===== src/rtl/divider.sv =====
// Multi-cycle restoring divider: one quotient bit per cycle, MSB first, IDLE/CALC/DONE control.
// Define DIVIDER_SIGNED_EN for two's-complement operands (truncating division, same latency).
module divider #(
  parameter int WIDTH = 18
) (
  input  logic             clk,
  input  logic             rst_n,
  input  logic             start,
  input  logic [WIDTH-1:0] op1,
  input  logic [WIDTH-1:0] op2,
  output logic             busy,
  output logic             done,
  output logic [WIDTH-1:0] quot,
  output logic [WIDTH-1:0] rem,
  output logic             div0
);

  localparam int CNT_W = (WIDTH > 1) ? $clog2(WIDTH) : 1;

  typedef enum logic [1:0] {
    IDLE,
    CALC,
    DONE
  } state_t;

  state_t           r_state;
  state_t           w_state_nxt;
  logic [CNT_W-1:0] r_cnt;
  logic [WIDTH-1:0] r_dq;
  logic [WIDTH-1:0] r_dvs;
  logic [WIDTH-1:0] r_part;
  logic [WIDTH-1:0] r_quot;
  logic [WIDTH-1:0] r_rem;
  logic             r_div0;

  logic             w_accept;
  logic             w_last;
  logic             w_zero;
  logic [WIDTH:0]   w_shift;
  logic [WIDTH:0]   w_diff;
  logic             w_borrow;
  logic [WIDTH-1:0] w_part_nxt;
  logic [WIDTH-1:0] w_dq_nxt;
  logic [WIDTH-1:0] w_mag1;
  logic [WIDTH-1:0] w_mag2;
  logic [WIDTH-1:0] w_quot_fin;
  logic [WIDTH-1:0] w_rem_fin;

  assign w_accept = start && ((r_state == IDLE) || (r_state == DONE));
  assign w_last   = (r_cnt == CNT_W'(WIDTH - 1));
  assign w_zero   = (op2 == '0);

  // Partial remainder stays below the divisor, so the shifted value fits WIDTH+1 bits and
  // the top bit of the difference is the borrow.
  assign w_shift    = {r_part, r_dq[WIDTH-1]};
  assign w_diff     = w_shift - {1'b0, r_dvs};
  assign w_borrow   = w_diff[WIDTH];
  assign w_part_nxt = w_borrow ? w_shift[WIDTH-1:0] : w_diff[WIDTH-1:0];
  assign w_dq_nxt   = {r_dq[WIDTH-2:0], ~w_borrow};

`ifdef DIVIDER_SIGNED_EN
  logic r_neg_q;
  logic r_neg_r;

  function automatic logic [WIDTH-1:0] abs_val(input logic [WIDTH-1:0] v);
    return v[WIDTH-1] ? ('0 - v) : v;
  endfunction

  function automatic logic [WIDTH-1:0] cond_neg(input logic [WIDTH-1:0] v, input logic neg);
    return neg ? ('0 - v) : v;
  endfunction

  assign w_mag1     = abs_val(op1);
  assign w_mag2     = abs_val(op2);
  assign w_quot_fin = cond_neg(w_dq_nxt, r_neg_q);
  assign w_rem_fin  = cond_neg(w_part_nxt, r_neg_r);

  always_ff @(posedge clk) begin
    if (w_accept) begin
      r_neg_q <= op1[WIDTH-1] ^ op2[WIDTH-1];
      r_neg_r <= op1[WIDTH-1];
    end
  end
`else
  assign w_mag1     = op1;
  assign w_mag2     = op2;
  assign w_quot_fin = w_dq_nxt;
  assign w_rem_fin  = w_part_nxt;
`endif

  always_comb begin
    w_state_nxt = r_state;
    case (r_state)
      IDLE:    if (start) w_state_nxt = w_zero ? DONE : CALC;
      CALC:    if (w_last) w_state_nxt = DONE;
      DONE:    w_state_nxt = start ? (w_zero ? DONE : CALC) : IDLE;
      default: w_state_nxt = IDLE;
    endcase
  end

  always_ff @(posedge clk or negedge rst_n) begin
    if (!rst_n) begin
      r_state <= IDLE;
      r_cnt   <= '0;
      r_quot  <= '0;
      r_rem   <= '0;
      r_div0  <= 1'b0;
    end else begin
      r_state <= w_state_nxt;
      if (w_accept) begin
        r_cnt  <= '0;
        r_div0 <= w_zero;
        if (w_zero) begin
          r_quot <= '1;
          r_rem  <= op1;
        end
      end else if (r_state == CALC) begin
        r_cnt <= w_last ? '0 : r_cnt + 1'b1;
        if (w_last) begin
          r_quot <= w_quot_fin;
          r_rem  <= w_rem_fin;
        end
      end
    end
  end

  // Working datapath; only meaningful between an accepted start and DONE.
  always_ff @(posedge clk) begin
    if (w_accept) begin
      r_dq   <= w_mag1;
      r_dvs  <= w_mag2;
      r_part <= '0;
    end else if (r_state == CALC) begin
      r_dq   <= w_dq_nxt;
      r_part <= w_part_nxt;
    end
  end

  assign busy = (r_state == CALC);
  assign done = (r_state == DONE);
  assign quot = r_quot;
  assign rem  = r_rem;
  assign div0 = r_div0;

endmodule


===== config.mk =====
export PLATFORM = sky130hd
export DESIGN_NAME = divider
export DESIGN_NICKNAME = d
export VERILOG_FILES = /design/src/rtl/divider.sv
export SDC_FILE = /design/constraint.sdc
export NUM_CORES = 1
export LEC_CHECK = 0
export ABC_AREA = 1
export CORE_ASPECT_RATIO = 0.5
export CORE_MARGIN = 5
export CORE_UTILIZATION = 45
export CTS_BUF_LIST = sky130_fd_sc_hd__clkbuf_16
export DETAILED_ROUTE_END_ITERATION = 12
export PLACE_DENSITY_LB_ADDON = 0.08
export SYNTH_ARGS = -nofsm -noshare
export SYNTH_HDL_FRONTEND = slang
export SYNTH_SLANG_ARGS = --single-unit

===== constraint.sdc =====
create_clock -name clk -period 4.35 [get_ports clk]
set_input_delay 1.305 -clock clk [delete_from_list [all_inputs] [get_ports clk]]
set_output_delay 1.305 -clock clk [all_outputs]
set_load 0.02 [all_outputs]

==> impl_metrics.xml <==
<?xml version="1.0" encoding="UTF-8"?>
<metrics>
  <group name="drt">
    <metric name="drc_errors" unit="">0</metric>
    <metric name="routed_wire_length_per_instance" unit="um">15.6</metric>
    <metric name="detailedRoute.firstIterationViolations" unit="">364</metric>
    <metric name="wl" unit="um">14800</metric>
    <metric name="first_pass_iters" unit="">5</metric>
    <metric name="route.vias.total" unit="">4718</metric>
    <metric name="antenna_violating_nets_post_route" unit="">0</metric>
    <metric name="vias_per_cell" unit="">4.98</metric>
  </group>
  <group name="timing">
    <metric name="hold_viol_final" unit="">0</metric>
    <metric name="final-max-slew-violation-count" unit="">0</metric>
    <metric name="postLayoutSetupSlackWorst" unit="ns">0.983</metric>
    <metric name="setup_tns" unit="ns">0</metric>
    <metric name="rsz0062_at_grt" unit="">no</metric>
    <metric name="finalSetupViolations" unit="">0</metric>
    <metric name="clock_period_minus_worst_slack" unit="ns">3.37</metric>
    <metric name="fin_skew" unit="ns">0.00922</metric>
    <metric name="worst_pin_slew" unit="ns">1.00</metric>
    <metric name="timing.slew.headroom" unit="%">33.1</metric>
    <metric name="fmax" unit="MHz">297</metric>
    <metric name="final.period_utilization" unit="%">77.4</metric>
  </group>
  <group name="synth">
    <metric name="synth_seq_area_share" unit="%">45.6</metric>
    <metric name="netlist_instances" unit="">700</metric>
    <metric name="synth_area_leader_cell" unit="">dfrtp_1</metric>
    <metric name="synth.lib_cells_used.distinct" unit="">39</metric>
    <metric name="synth.most_common_cell" unit="">nand2_1</metric>
    <metric name="yosys_most_used_dff" unit="">dfrtp_1</metric>
    <metric name="multiplexer_area_fraction_after_synthesis" unit="%">0</metric>
    <metric name="synth_simple_gate_area_share" unit="%">31.5</metric>
    <metric name="synth_area" unit="um^2">5570</metric>
    <metric name="synth.yosys.warnings" unit="">0</metric>
    <metric name="synth_top_family_by_area" unit="">simple AND/OR/NAND/NOR gates</metric>
    <metric name="synthesized_area_fraction_occupied_by_ao_oa_aoi_and_oai_cells" unit="%">7.12</metric>
    <metric name="post_synthesis_sequential_element_count" unit="">98</metric>
    <metric name="net_count_of_the_mapped_netlist" unit="">760</metric>
    <metric name="synthesized_area_fraction_occupied_by_adder_cells" unit="%">4.85</metric>
    <metric name="synth_async_sr_flop_share" unit="%">44.9</metric>
    <metric name="post_synth.cell_area_avg" unit="um^2">7.96</metric>
    <metric name="yosys-top-cells-area" unit="">dfrtp_1 20%, edfxtp_1 19%, nand2_1 13%</metric>
    <metric name="synth-edff-count" unit="">36</metric>
    <metric name="netlist.area_leader.share" unit="%">19.8</metric>
    <metric name="netlist_top_cells_count" unit="">198 x nand2_1, 98 x inv_1, 78 x nor2_1</metric>
    <metric name="post_synth_xor_area_fraction" unit="%">1.41</metric>
  </group>
  <group name="global_routing">
    <metric name="grt_pass1_vias" unit="">4588</metric>
    <metric name="maximum_number_of_pins_on_one_net_before_global_route_repair" unit="">53</metric>
    <metric name="grt_usage" unit="%">20.8</metric>
    <metric name="global_route.overflow_total" unit="">0</metric>
    <metric name="antenna_found_initial" unit="">0</metric>
    <metric name="grt_first_pass_wirelength" unit="um">24000</metric>
  </group>
  <group name="clock_tree">
    <metric name="cts_tree" unit="">built</metric>
    <metric name="worst_skew_pair_later_pin_latency" unit="ns">0.35</metric>
    <metric name="cts.path.max_buffers" unit="">2</metric>
    <metric name="numCtsBuffers" unit="">9</metric>
    <metric name="cts.repair.resized" unit="">0</metric>
    <metric name="tritoncts_num_sinks" unit="">98</metric>
    <metric name="clk_pin_slew_worst_paths" unit="ns">0.08</metric>
    <metric name="clock_tree.htree_level_count" unit="">3</metric>
    <metric name="ctsRootBufferMaster" unit="">clkbuf_16</metric>
    <metric name="cts_post_setup_buffers_inserted" unit="">0</metric>
    <metric name="post_cts_hold_buffer_count" unit="">0</metric>
  </group>
  <group name="critical_path">
    <metric name="list_of_cells_traversed_by_the_critical_path" unit="">clkdlybuf4s50_1, or2_1, nor4_2, nand4_1, nand2_2, inv_2, nor2_1, a21oi_1</metric>
    <metric name="worst_setup_path_end_kind" unit="">flip-flop</metric>
    <metric name="critPathKind" unit="">primary input to flip-flop</metric>
    <metric name="cp_data_required_time" unit="ns">4.58</metric>
    <metric name="slowest_stage" unit="">clkdlybuf4s50_1</metric>
    <metric name="worst_setup_sp_type" unit="">primary input</metric>
    <metric name="critPathMaxStageDelay" unit="ns">0.41</metric>
    <metric name="r2r.worst_path.cells" unit="">12</metric>
    <metric name="timing.critical_path.fanout_max" unit="">38</metric>
    <metric name="timing.critical_path.arrival" unit="ns">3.60</metric>
  </group>
  <group name="worst_hold_path">
    <metric name="worst_hold_path.num_cells" unit="">2</metric>
    <metric name="worst_min_delay_path_category" unit="">flip-flop to flip-flop</metric>
  </group>
  <group name="finish">
    <metric name="post-route-util" unit="%">56.5</metric>
    <metric name="n_antenna_cell" unit="">0</metric>
    <metric name="fraction_of_layout_instances_using_a_drive_strength_above_1" unit="%">9.08</metric>
    <metric name="areaGrowthSynthToFinish" unit="%">21.2</metric>
    <metric name="num-nets-final" unit="">837</metric>
  </group>
  <group name="pwr">
    <metric name="p_per_area" unit="nW/um^2">856</metric>
    <metric name="irDropWorstVdd" unit="V">0.000368</metric>
    <metric name="leakage" unit="nW">3.51</metric>
  </group>
  <group name="status">
    <metric name="run_status" unit="">complete, no violations</metric>
  </group>
  <group name="placement">
    <metric name="hpwlAfterDp" unit="um">11200</metric>
    <metric name="place_ws" unit="ns">0.617</metric>
    <metric name="gp_congestion" unit="">0.859</metric>
    <metric name="buffer_ports.inserted" unit="">77</metric>
  </group>
  <group name="floorplanning">
    <metric name="die_y" unit="um">88.7</metric>
    <metric name="boundaryPins" unit="">78</metric>
    <metric name="die_w" unit="um">167</metric>
    <metric name="site_rows" unit="">28</metric>
    <metric name="floorplan.initialDensity" unit="%">46.6</metric>
    <metric name="coreArea" unit="um^2">11900</metric>
    <metric name="die_area" unit="um^2">14800</metric>
  </group>
  <group name="job">
    <metric name="max-cap-violations" unit="">0</metric>
  </group>
</metrics>
## report_power, final
| part | internal [mW] | switching (mW) |
|---|---|---|
| logic | 1.22 | 2.05 |
| registers | 1.42 | 0.298 |
| clock network | 0.399 | 0.388 |
## cells in the final DEF, fill, tap and decap left out, types with 5 or more instances in the layout
master,count
nand2_1,198
clkbuf_16,9
dfrtp_1,44
nor2_1,78
inv_2,7
dfxtp_1,18
nand3b_1,5
nand3_2,11
ha_1,20
clkdlybuf4s50_1,76
xor2_1,7
o21ai_0,20
buf_4,8
inv_1,98
edfxtp_1,36
nand2_4,13
nand2_2,5
a21oi_1,43
nand3_1,46
## cell families (layout without fill, tap and decap cells)
group	after synthesis	after routing
compound gates	74	74
xor+xnor	9	9
simple gates	374	374
fa+ha+maj	21	21
buf+inv	124	206
flops	98	98
## final timing paths
kind,from,endpoint,slack [ns]
max,op2[9],rem[11],0.98
min,quot[1],quot[1],0.48
max reg2reg,r_dq[17],r_part[11],1.96
min reg2reg,quot[1],quot[1],0.48
max in group asynchronous,rst_n,r_cnt[4],2.61
min in group asynchronous,rst_n,quot[5],1.11
## worst max-delay path, delay by kind of cell
kind,cells,cell delay [ns]
and+or+nand+nor,5,1.40
AOI/OAI and AO/OA,1,0.09
buffers and inverters,2,0.78
## sequential cells by signal (all words and copies together), names as in the netlist
signal   flops
rem         18
r_part      18
div0         1
r_cnt        5
r_dq        18
quot        18
r_dvs       18
r_state      2
## layer usage
metal / wire length (um) / global-route usage, %
met1: 7580 / 31.1
met2: 6200 / 31.6
met3: 886 / 4.60
met4: 123 / 3.68
met5: 0 / 0
## per-stage QoR
stage	hold WS, ns	cells	instance area [um^2]	total power [mW]
floorplan	0.482	700	5570	3.93
CTS	0.477	947	6760	5.78
global route	0.498	947	6760	6.25
detailed placement	0.458	931	6470	4.97
finish	0.475	947	6760	5.78
global placement	0.459	931	6470	4.93
## layout make-up
cell class / instances / area (um^2)
clock inverters: 7 / 58.8
flip-flops and latches: 98 / 2540
fillers: 1140 / 5190
repair buffers: 85 / 826
multi-input cells: 478 / 2500
well taps: 165 / 206
inverters: 105 / 394
clock buffers: 9 / 225
No activity file was read; power rests on OpenSTA's default activity.
